--- src/rtl/lfsr_sequencer_if.sv ---
// Command channel into the LFSR sequencer: valid/ready handshake carrying an
// opcode and a seed value.
interface lfsr_sequencer_if #(
    parameter int N = 8
);
    logic         CMD_VALID;
    logic         CMD_READY;
    logic [1:0]   CMD_OP;
    logic [N-1:0] CMD_SEED;

    modport master (output CMD_VALID, output CMD_OP, output CMD_SEED, input CMD_READY);
    modport slave  (input CMD_VALID, input CMD_OP, input CMD_SEED, output CMD_READY);
endinterface

--- src/rtl/lfsr_sequencer.sv ---
// Command-driven step/load sequencer for the tapped-shift-register LFSR
// datapath, with programmable step rate and cycle-length measurement.
module lfsr_sequencer #(
    parameter int N    = 8,
    parameter int DIVW = 22
) (
    input  logic            CLK,
    input  logic            RESETN,
    lfsr_sequencer_if.slave cmd,
    input  logic [DIVW-1:0] DIV,
    input  logic [N-1:0]    LFSR_Q,
    output logic            LFSR_CE,
    output logic            LFSR_LOAD,
    output logic [N-1:0]    LFSR_D,
    output logic            RUNNING,
    output logic [N:0]      PERIOD,
    output logic            PERIOD_VALID
);

    typedef enum logic [1:0] {S_IDLE, S_LOAD, S_STEP, S_RUN} state_t;

    localparam logic [1:0] OP_LOAD = 2'b00;
    localparam logic [1:0] OP_RUN  = 2'b01;
    localparam logic [1:0] OP_STOP = 2'b10;
    localparam logic [1:0] OP_STEP = 2'b11;

    state_t          state;
    logic [DIVW-1:0] presc;
    logic [N:0]      step_cnt;
    logic [N-1:0]    seed_r;
    logic            seeded;
    logic            ce_p1;
    logic            accept;
    logic            terminal;
    logic            leave_run;

    function automatic logic [N:0] sat_inc(input logic [N:0] v);
        return (v == '1) ? v : v + 1'b1;
    endfunction

    assign cmd.CMD_READY = (state == S_IDLE) || (state == S_RUN);
    assign accept        = cmd.CMD_VALID && cmd.CMD_READY;
    assign terminal      = (state == S_RUN) && (presc >= DIV);
    assign leave_run     = accept && ((cmd.CMD_OP == OP_STOP) || (cmd.CMD_OP == OP_LOAD));

    // A command accepted on a terminal count does not suppress that cycle's step.
    assign LFSR_CE   = terminal || (state == S_STEP);
    assign LFSR_LOAD = (state == S_LOAD);
    assign RUNNING   = (state == S_RUN);
    assign LFSR_D    = seed_r;

    always_ff @(posedge CLK or negedge RESETN) begin
        if (!RESETN) begin
            state  <= S_IDLE;
            seed_r <= '0;
        end else begin
            case (state)
                S_IDLE, S_RUN: begin
                    if (accept) begin
                        case (cmd.CMD_OP)
                            OP_LOAD: begin
                                state  <= S_LOAD;
                                seed_r <= cmd.CMD_SEED;
                            end
                            OP_RUN:  state <= S_RUN;
                            OP_STOP: state <= S_IDLE;
                            OP_STEP: if (state == S_IDLE) state <= S_STEP;
                            default: state <= state;
                        endcase
                    end
                end
                default: state <= S_IDLE;
            endcase
        end
    end

    always_ff @(posedge CLK or negedge RESETN) begin
        if (!RESETN) begin
            presc <= '0;
        end else if ((state == S_RUN) && !leave_run) begin
            presc <= terminal ? '0 : presc + 1'b1;
        end else begin
            presc <= '0;
        end
    end

    // Stage p1: the datapath has absorbed the previous step, so LFSR_Q is current.
    always_ff @(posedge CLK or negedge RESETN) begin
        if (!RESETN) begin
            ce_p1        <= 1'b0;
            step_cnt     <= '0;
            seeded       <= 1'b0;
            PERIOD       <= '0;
            PERIOD_VALID <= 1'b0;
        end else begin
            ce_p1 <= LFSR_CE;
            if (state == S_LOAD) begin
                step_cnt     <= '0;
                seeded       <= 1'b1;
                PERIOD       <= '0;
                PERIOD_VALID <= 1'b0;
            end else begin
                if (LFSR_CE)
                    step_cnt <= sat_inc(step_cnt);
                if (ce_p1 && seeded && !PERIOD_VALID && (LFSR_Q == seed_r)) begin
                    PERIOD       <= step_cnt;
                    PERIOD_VALID <= 1'b1;
                end
            end
        end
    end

endmodule

--- src/flat_wrapper.sv ---
// flat-port wrapper written by rule: the top's interface ports become plain ports
module lfsr_sequencer_flat 
#(
    parameter int N    = 8,
    parameter int DIVW = 22
)
  (CLK, RESETN, DIV, LFSR_Q, LFSR_CE, LFSR_LOAD, LFSR_D, RUNNING, PERIOD, PERIOD_VALID, cmd_CMD_VALID, cmd_CMD_OP, cmd_CMD_SEED, cmd_CMD_READY);
  lfsr_sequencer_if #(.N(N)) cmd_i ();
  input  logic CLK;
  input  logic RESETN;
  input  logic [DIVW-1:0] DIV;
  input  logic [N-1:0] LFSR_Q;
  output logic LFSR_CE;
  output logic LFSR_LOAD;
  output logic [N-1:0] LFSR_D;
  output logic RUNNING;
  output logic [N:0] PERIOD;
  output logic PERIOD_VALID;
  input wire logic [$bits(cmd_i.CMD_VALID)-1:0] cmd_CMD_VALID;
  input wire logic [$bits(cmd_i.CMD_OP)-1:0] cmd_CMD_OP;
  input wire logic [$bits(cmd_i.CMD_SEED)-1:0] cmd_CMD_SEED;
  output wire logic [$bits(cmd_i.CMD_READY)-1:0] cmd_CMD_READY;
  assign cmd_i.CMD_VALID = cmd_CMD_VALID;
  assign cmd_i.CMD_OP = cmd_CMD_OP;
  assign cmd_i.CMD_SEED = cmd_CMD_SEED;
  assign cmd_CMD_READY = cmd_i.CMD_READY;
  lfsr_sequencer #(.N(N), .DIVW(DIVW)) u_core (.CLK(CLK), .RESETN(RESETN), .cmd(cmd_i), .DIV(DIV), .LFSR_Q(LFSR_Q), .LFSR_CE(LFSR_CE), .LFSR_LOAD(LFSR_LOAD), .LFSR_D(LFSR_D), .RUNNING(RUNNING), .PERIOD(PERIOD), .PERIOD_VALID(PERIOD_VALID));
endmodule
--- config.mk ---
export PLATFORM = sky130hd
export DESIGN_NAME = lfsr_sequencer_flat
export DESIGN_NICKNAME = d
export VERILOG_FILES = /design/src/rtl/lfsr_sequencer_if.sv /design/src/rtl/lfsr_sequencer.sv /design/src/flat_wrapper.sv
export SDC_FILE = /design/constraint.sdc
export NUM_CORES = 1
export LEC_CHECK = 0
export BUFFER_PORTS_ARGS = -buffer_cell sky130_fd_sc_hd__buf_2
export CORE_UTILIZATION = 38
export CTS_BUF_LIST = sky130_fd_sc_hd__clkbuf_16
export DETAILED_ROUTE_END_ITERATION = 12
export PLACE_DENSITY = 0.65
export REMOVE_ABC_BUFFERS = 1
export SYNTH_ARGS = -nofsm -noshare
export SYNTH_HDL_FRONTEND = slang
export SYNTH_SLANG_ARGS = --single-unit
export TNS_END_PERCENT = 50
--- constraint.sdc ---
create_clock -name CLK -period 6.4 [get_ports CLK]
set_input_delay 1.28 -clock CLK [delete_from_list [all_inputs] [get_ports CLK]]
set_output_delay 1.28 -clock CLK [all_outputs]
set_load 0.01 [all_outputs]
==> metrics.md, run 1 <==
| Metric | Value |
|---|---|
| Leading area contributor after synthesis | `dfrtp_1` |
| Initial antenna violation count | `0` |
| Mapped Cells | `318` |
| I/O Buffers | `64` |
| Most common cell after layout, fill and taps aside | `buf_2` |
| CP max-delay cell | `a221o_1` |
| Fin area | `0.00364 mm²` |
| Setup Slack @ Placement | `2.17 ns` |
| Most frequent cells in the layout | `64 x buf_2, 53 x dfrtp_1, 39 x nor2_1` |
| Syn_area_per_cell | `9.67 µm²` |
| Via-to-Cell Ratio | `4.90` |
| WS Path Type | `in -> out` |
| Number of max-cap violations | `0` |
| Setup Total Neg Slack | `0 ns` |
| Final net count | `456` |
| FF+latch count, synth | `53` |
| Main flop type after synthesis | `dfrtp_1` |
| Critical-path maximum fanout | `4` |
| Area share of the largest cell type after synthesis | `43.1%` |
| Slew headroom | `41.1%` |
| CTS H-tree depth | `2` |
| Status | `finished, final reports clean` |
| Compound-cell area share of the yosys netlist | `8.50%` |
| Slew @ Worst Pin | `0.880 ns` |
| Critical path required time | `5.12 ns` |
| Clock Root Buffer | `clkbuf_16` |
| CP Cell Sequence | `buf_2, inv_1, ha_1, nand4_1, inv_1, a221o_1, a211oi_1, o21bai_1, buf_2` |
| Sequential area share after synthesis | `43.1%` |
| Post-CTS Setup Repair Bufs | `0` |
| Ratio of cells with drive above 1 in the final layout | `22.1%` |
| Avg WL per Cell | `12.7 µm` |
| GPL Wtd Cong | `0.821` |
| Clock buffer depth | `2` |
| Placed cell area | `0.00350 mm²` |
| Synth cell types | `37` |
| Design Power | `0.952 mW` |
| DR vias | `2387` |
| Clock latency on the worst-skew pair | `0.29 ns` |
| Detailed Routing Iterations Pass 1 | `4` |
| Post-synth EDFFs | `0` |
| Flop2flop setup slack | `3.65 ns` |
| Max VDD drop | `129 µV` |
| RSZ-0062 raised after global routing | `false` |
| Post-route insts no fill | `487` |
| Finished Core Util | `46.9%` |
| Crit. End Element | `output port` |
| Hold Path Class | `reg -> reg` |
| CP arrival | `2.94 ns` |
| CP bufs+invs | `4` |
| CTS Buf Count | `5` |
| Mapped cell area | `0.00308 mm²` |
| I/O pins | `65` |
| Num rows | `32` |
| Setup Skew | `0.00450 ns` |
| Startpoint Class | `input port` |
| Global-route wire length before repair | `10600 µm` |
| Hold WS | `0.478 ns` |
| # DRC | `0` |
| Xor/xnor share of the synthesized area | `7.97%` |
| Setup ws final | `2.18 ns` |
| Routed Antenna Nets | `0` |
| Largest net degree at the start of global routing | `54` |
| Max incr delay on CP | `0.37 ns` |
| PwrDens | `261 mW/mm²` |
| Core area | `0.00777 mm²` |
| DR iter-0 viols | `97` |
| Mux cell area share after synthesis | `6.22%` |
| Final hold vios | `0` |
| Number of global-route vias before repair | `2344` |
| Post-Place Cells | `479` |
| Largest family of logic cells by synthesized area | `simple AND/OR/NAND/NOR gates` |
| Post-DP HPWL | `4550 µm` |
| Antenna diode count | `0` |
| Leakage Power | `1.87 nW` |
| Synth Warn # | `0` |
| Tcrit/Tclk final | `66.0%` |
| Post-CTS sizing | `0` |
| Post-Route WL | `6190 µm` |
| Reg clk slew, reported paths | `0.07 ns` |
| Top delay family on crit path | `compound AO/OA/AOI/OAI gates` |
| Die area | `0.00846 mm²` |
| Final setup vio count | `0` |
| Post-route minimum period | `4.22 ns` |
| CTS tree | `done` |
| Gr usage total | `15.4%` |
| Die X | `92.0 µm` |
| Gr ovfl total | `0` |
| Most area-consuming cells after synthesis | `dfrtp_1 43%, ha_1 12%, xnor2_1 5.1%` |
| CTS Sinks | `53` |
| Die extent in y | `92.0 µm` |
| Initial Utilization | `39.6%` |
| Synth Area in Adders | `11.8%` |
| Area Overhead vs Synth | `18.5%` |
| FMAX | `0.237 GHz` |
| Hold Buf Count CTS | `0` |
| Async set-reset flop share out of synthesis | `100%` |
| Pins over their slew limit | `0` |
| Simple-gate area share of the yosys netlist | `17.2%` |
## cell families after synthesis
group           after synthesis
flops                        53
buf+inv                      40
compound gates               42
simple gates                108
fa+ha+maj                    29
xor+xnor                     28
mux                          18
## layout make-up
| class | instances | area (µm²) |
|---|---|---|
| Clock buffer | 5 | 125 |
| Multi-Input combinational cell | 225 | 1590 |
| Timing Repair Buffer | 65 | 328 |
| Fill cell | 754 | 4120 |
| Inverter | 34 | 128 |
| Clock inverter | 3 | 17.5 |
| Tap cell | 102 | 128 |
| Sequential cell | 53 | 1330 |
## flip-flops by register name, summed over array words and instances, names as in the netlist
signal               flops
u_core.LFSR_D            8
u_core.ce_p1             1
u_core.PERIOD            9
u_core.PERIOD_VALID      1
u_core.step_cnt          9
u_core.state             2
u_core.seeded            1
u_core.presc            22
## Yosys cell counts, drive strengths merged, types with 2 or more instances
library cell and number:
a21oi 18, and3 9, clkbuf 5, dfrtp 53, ha 29, inv 34
mux2 9, mux2i 9, nand2 16, nand2b 2, nand3 10, nand3b 2
nand4 13, nor2 39, nor3 5, nor4 3, o21ai 14, o21bai 2
or3 6, xnor2 18, xor2 10
## worst reg2reg max path, stage by stage (launching register included)
cell and delay, ns:
dfrtp_1 0.44, ha_1 0.32, a211o_1 0.29, a21oi_1 0.12
o21ai_1 0.15, a211oi_1 0.34, nand3_1 0.69, nor2_1 0.31
## report_power, final
part           total (mW)  switching [mW]  internal, mW
logic               0.272           0.158         0.114
registers           0.414          0.0383         0.376
clock network       0.266           0.122         0.144
total               0.952           0.318         0.634
## final timing paths
check,start,end,cells past startpoint
worst max-delay path,DIV[19],LFSR_CE,9
worst min-delay path,u_core.seeded,u_core.seeded,1
worst max register to register,u_core.presc[3],u_core.presc[0],7
worst min register to register,u_core.seeded,u_core.seeded,1
max in group asynchronous,RESETN,u_core.LFSR_D[2],2
min in group asynchronous,RESETN,u_core.LFSR_D[3],2
## layer usage
| layer | global-route usage [%] | part of all wire [%] | wire (µm) | vias to the layer above |
|---|---|---|---|---|
| met2 | 26.3 | 47 | 2900 | 47 |
| met5 | 0 | 0 | 0 | - |
| met1 | 20.5 | 48 | 3000 | 1113 |
| met3 | 2.90 | 3.8 | 236 | 6 |
| li1 | - | - | - | 1221 |
| met4 | 2.73 | 0.84 | 52 | 0 |
Power figures use the tool's default switching activity.
==> run 2, diff against run 1 <==
Settings changed: PLACE_DENSITY 0.65 to 0.67.
Clock period 6.4 ns to 3.6 ns, I/O delays scaled along.
==> metrics.md, run 2 (synthesis gave the netlist of run 1 again) <==
| Metric | Value |
|---|---|
| Status | `finished, final reports clean` |
| WS Path Type | `in -> out` |
| P_int | `1.13 mW` |
| CTS tree | `done` |
| Post-route minimum period | `3.14 ns` |
| Design Power | `1.68 mW` |
| Area Overhead vs Synth | `19.0%` |
| RSZ-0062 raised after global routing | `false` |
| # DRC | `0` |
| Hold Buf Count CTS | `0` |
| GPL Wtd Cong | `0.797` |
| Leakage Power | `1.89 nW` |
| Number of global-route vias before repair | `2259` |
| CTS Sinks | `53` |
| Reg power frac | `43.9%` |
| Switching Share | `32.5%` |
| Pins over their slew limit | `0` |
| Comb pwr share | `29.4%` |
| Num rows | `32` |
| Initial antenna violation count | `0` |
| FMAX | `0.319 GHz` |
| Top delay family on crit path | `compound AO/OA/AOI/OAI gates` |
| Antenna diode count | `0` |
| Most common cell after layout, fill and taps aside | `buf_2` |
| DR vias | `2393` |
| Largest registers | `u_core.presc: 22 flops, u_core.PERIOD: 9 flops, u_core.step_cnt: 9 flops` |
| CP bufs+invs | `4` |
| Post-Route WL | `5910 µm` |
| I/O pins | `65` |
| Die area | `0.00846 mm²` |
| Ratio of cells with drive above 1 in the final layout | `21.9%` |
| Final net count | `459` |
| Slew @ Worst Pin | `0.681 ns` |
| Core area | `0.00777 mm²` |
| Global-route wire length before repair | `10300 µm` |
| Gr usage total | `15.3%` |
| PwrDens | `459 mW/mm²` |
| Setup ws final | `0.465 ns` |
| Clock latency on the worst-skew pair | `0.29 ns` |
| Clock buffer depth | `2` |
| I/O Buffers | `64` |
| Clock Root Buffer | `clkbuf_16` |
| Max VDD drop | `200 µV` |
| Gr ovfl total | `0` |
| Setup Skew | `0.00554 ns` |
| Startpoint Class | `input port` |
| Critical path required time | `2.88 ns` |
| Reg clk slew, reported paths | `0.06 ns` |
| CTS H-tree depth | `2` |
| CP arrival | `2.42 ns` |
| Critical-path maximum fanout | `4` |
| DR iter-0 viols | `80` |
| CP Cell Sequence | `buf_2, inv_1, ha_1, nand4_1, inv_1, a221o_1, a211oi_1, o21bai_1, buf_2` |
| Clk pwr share | `26.7%` |
| Die X | `92.0 µm` |
| Post-CTS sizing | `0` |
| Hold Path Class | `in -> async` |
| Setup Total Neg Slack | `0 ns` |
| Post-route insts no fill | `490` |
| Filler Cells Inserted | `734` |
| Setup Slack @ Placement | `0.461 ns` |
| Top reg by flops | `u_core.presc` |
| Fin area | `0.00366 mm²` |
| Largest net degree at the start of global routing | `30` |
| Max incr delay on CP | `0.38 ns` |
| Final hold vios | `0` |
| Via-to-Cell Ratio | `4.88` |
| Post-DP HPWL | `4510 µm` |
| Most frequent cells in the layout | `64 x buf_2, 53 x dfrtp_1, 39 x nor2_1` |
| Post-CTS Setup Repair Bufs | `0` |
| CP max-delay cell | `a221o_1` |
| Number of max-cap violations | `0` |
| Post-Place Cells | `482` |
| Detailed Routing Iterations Pass 1 | `4` |
| Crit. End Element | `output port` |
| Sw Pwr | `0.547 mW` |
| Initial Utilization | `39.6%` |
| Avg WL per Cell | `12.1 µm` |
| Routed Antenna Nets | `0` |
| Tcrit/Tclk final | `87.1%` |
| Placed cell area | `0.00352 mm²` |
| Die extent in y | `92.0 µm` |
| Final setup vio count | `0` |
| CTS Buf Count | `5` |
| Max reg flops | `22` |
| Slew headroom | `54.2%` |
run 2: cell types whose count changed in the layout (fill, tap and decap cells not counted):
cell	before	now
clkinv_2	2	0
clkinvlp_4	1	0
buf_4	1	4
inv_1	33	36
run 2: final cells by class:
cell class	count	area (µm²)	area share [%]
clock buffer	5	125	3.42
clock inverter	3	11.3	0.308
inverter	34	128	3.49
multi-input combinational	225	1590	43.5
sequential	53	1330	36.2
tap	102	128	3.49
timing repair buffer	68	350	9.57
run 2: through the flow:
step	util [%]	hold WS [ns]
floorplan	-	0.424
finish	47.1	0.410
global placement	45.4	0.449
global route	47.1	0.458
CTS	47.1	0.432
detailed placement	45.4	0.452
run 2: worst paths after layout:
kind	slack [ns]	startpoint	to	depth (start not counted)
min reg2reg	0.47	u_core.seeded	u_core.seeded	1
min in group CLK	0.47	u_core.seeded	u_core.seeded	1
max in group asynchronous	2.42	RESETN	u_core.presc[6]	2
max reg2reg	1.09	u_core.presc[20]	u_core.step_cnt[6]	7
min	0.41	RESETN	u_core.LFSR_D[4]	1
max	0.46	DIV[20]	LFSR_CE	9
run 2: routing by layer:
metal  vias to the layer above  track usage (%)  wire (µm)
met1                      1110             19.7       2860
li1                       1230                -          -
met5                         -                0          0
met4                         0             4.30         68
met3                         7             3.32        267
met2                        46             25.9       2720
run 2: power by group through the flow:
stage          registers, mW  logic (mW)  clock network, mW
3_3_place_gp           0.744       0.495                  0
5_1_grt                0.753       0.554              0.486
3_5_place_dp           0.749       0.498                  0
6_report               0.738       0.494              0.449
4_1_cts                0.739       0.503              0.463
2_1_floorplan          0.760       0.290                  0
==> run 3, diff against run 2 <==
Settings changed: CORE_MARGIN set to 4, MAX_ROUTING_LAYER set to met4.
==> metrics.md, run 3 (synthesis gave the netlist of run 1 again) <==
| Metric | Value |
|---|---|
| CTS Sinks | `53` |
| Post-CTS sizing | `0` |
| Number of global-route vias before repair | `2499` |
| Tcrit/Tclk final | `86.1%` |
| Initial Utilization | `39.4%` |
| PwrDens | `482 mW/mm²` |
| Via-to-Cell Ratio | `4.90` |
| Slew headroom | `52.4%` |
| Crit path capture | `LFSR_CE` |
| Gr ovfl total | `0` |
| Critical path required time | `2.88 ns` |
| Finished Core Util | `47.3%` |
| I/O pins | `65` |
| Die area | `0.00960 mm²` |
| Crit path depth | `9` |
| Leakage Power | `1.90 nW` |
| FMAX | `0.323 GHz` |
| Slew @ Worst Pin | `0.707 ns` |
| Top delay family on crit path | `compound AO/OA/AOI/OAI gates` |
| Filler Cells Inserted | `756` |
| Crit path from | `DIV[20]` |
| Antenna diode count | `0` |
| CTS H-tree depth | `2` |
| Clock Root Buffer | `clkbuf_16` |
| Initial antenna violation count | `0` |
| CTS tree | `done` |
| Post-DP HPWL | `4850 µm` |
| Gr usage total | `14.2%` |
| Num rows | `32` |
| Max VDD drop | `210 µV` |
| Detailed Routing Iterations Pass 1 | `4` |
| Hold Buf Count CTS | `0` |
| Number of max-cap violations | `0` |
| Max incr delay on CP | `0.40 ns` |
| Area Overhead vs Synth | `20.1%` |
| CP Cell Sequence | `buf_2, inv_1, ha_1, a21oi_1, nand2_1, a221o_1, a211oi_1, o21bai_1, buf_2` |
| Setup Skew | `0.00795 ns` |
| Post-route minimum period | `3.10 ns` |
| Clock buffer depth | `2` |
| Hold Path Class | `in -> async` |
| Max reg flops | `22` |
| CTS Buf Count | `5` |
| Die X | `98.0 µm` |
| CP dominant cell by count | `buf_2` |
| Ratio of cells with drive above 1 in the final layout | `22.7%` |
| Avg WL per Cell | `12.8 µm` |
| DR vias | `2402` |
| Global-route wire length before repair | `11100 µm` |
| Final net count | `459` |
| R2R cell count | `7` |
| Routed Antenna Nets | `0` |
| Post-CTS Setup Repair Bufs | `0` |
| Critical-path maximum fanout | `3` |
| Post-Route WL | `6290 µm` |
| Most common cell after layout, fill and taps aside | `buf_2` |
| Largest registers | `u_core.presc: 22 flops, u_core.PERIOD: 9 flops, u_core.step_cnt: 9 flops` |
| Die extent in y | `98.0 µm` |
| Final hold vios | `0` |
| Largest net degree at the start of global routing | `31` |
| Most frequent cells in the layout | `64 x buf_2, 53 x dfrtp_1, 39 x nor2_1` |
| GPL Wtd Cong | `0.813` |
| Startpoint Class | `input port` |
| I/O Buffers | `64` |
| Clock latency on the worst-skew pair | `0.29 ns` |
| Final setup vio count | `0` |
| Top reg by flops | `u_core.presc` |
| Pins over their slew limit | `0` |
| Setup Total Neg Slack | `0 ns` |
| DR iter-0 viols | `56` |
| Core area | `0.00781 mm²` |
| Status | `finished, final reports clean` |
| # DRC | `0` |
| CP max-delay cell | `a221o_1` |
| CP arrival | `2.38 ns` |
| CP bufs+invs | `3` |
| RSZ-0062 raised after global routing | `false` |
| Worst flop-to-flop path endpoint | `u_core.step_cnt[6]` |
| Crit. End Element | `output port` |
| Reg clk slew, reported paths | `0.07 ns` |
| WS Path Type | `in -> out` |
| Flop2flop setup slack | `1.02 ns` |
| Reg2Reg Launch Point | `u_core.presc[3]` |
## run 3: cell count changes in the layout (fill, tap and decap cells not counted), sizes merged
cell      previous run  this run
bufinv               0         1
clkinv               0         1
clkinvlp             0         1
inv                 37        34
## run 3: worst min-delay path by stage
stage / start / to / slack (ns) / cells past startpoint
global route: u_core.seeded / u_core.seeded / 0.50 / 1
global placement: u_core.seeded / u_core.seeded / 0.45 / 1
floorplan: RESETN / u_core.LFSR_D[0] / 0.42 / 0
CTS: u_core.seeded / u_core.seeded / 0.47 / 1
detailed placement: u_core.seeded / u_core.seeded / 0.45 / 1
finish: RESETN / u_core.presc[15] / 0.46 / 1
## run 3: cell type report
cell class	count	area (µm²)	area share, %
Clock inverter	3	46.3	1.25
Tap cell	102	128	3.45
Timing Repair Buffer	68	350	9.48
Inverter	34	128	3.45
Sequential cell	53	1330	35.9
Multi-Input combinational cell	225	1590	43.1
Clock buffer	5	125	3.39
## run 3: stage by stage
stage / instances / total power [mW] / area [µm²] / setup WS (ns) / hold WS (ns)
2_1_floorplan: 312 / 1.05 / 3050 / 0.806 / 0.424
5_1_grt: 490 / 1.90 / 3690 / 0.268 / 0.497
4_1_cts: 490 / 1.81 / 3690 / 0.470 / 0.471
6_report: 490 / 1.78 / 3690 / 0.501 / 0.457
3_3_place_gp: 482 / 1.24 / 3520 / 0.492 / 0.450
3_5_place_dp: 482 / 1.25 / 3520 / 0.477 / 0.453
## run 3: power by group
part	total (mW)	internal [mW]	switching, mW
clock network	0.545	0.329	0.216
logic	0.499	0.216	0.283
registers	0.735	0.668	0.0676
## run 3: worst reg2reg max path, cell delays in order, from the launching register on
cell and delay (ns):
dfrtp_1 0.44, ha_1 0.31, a211o_1 0.30, a21oi_1 0.12, o21ai_1 0.16, a2111oi_4 0.68
nor3_1 0.12, mux2_1 0.34
## run 3: routing by layer
metal | wire length, µm | global-route usage, %
met5 | 0 | -
met3 | 360 | 3.29
met2 | 2940 | 22.9
met4 | 97 | 4.58
met1 | 2890 | 17.8
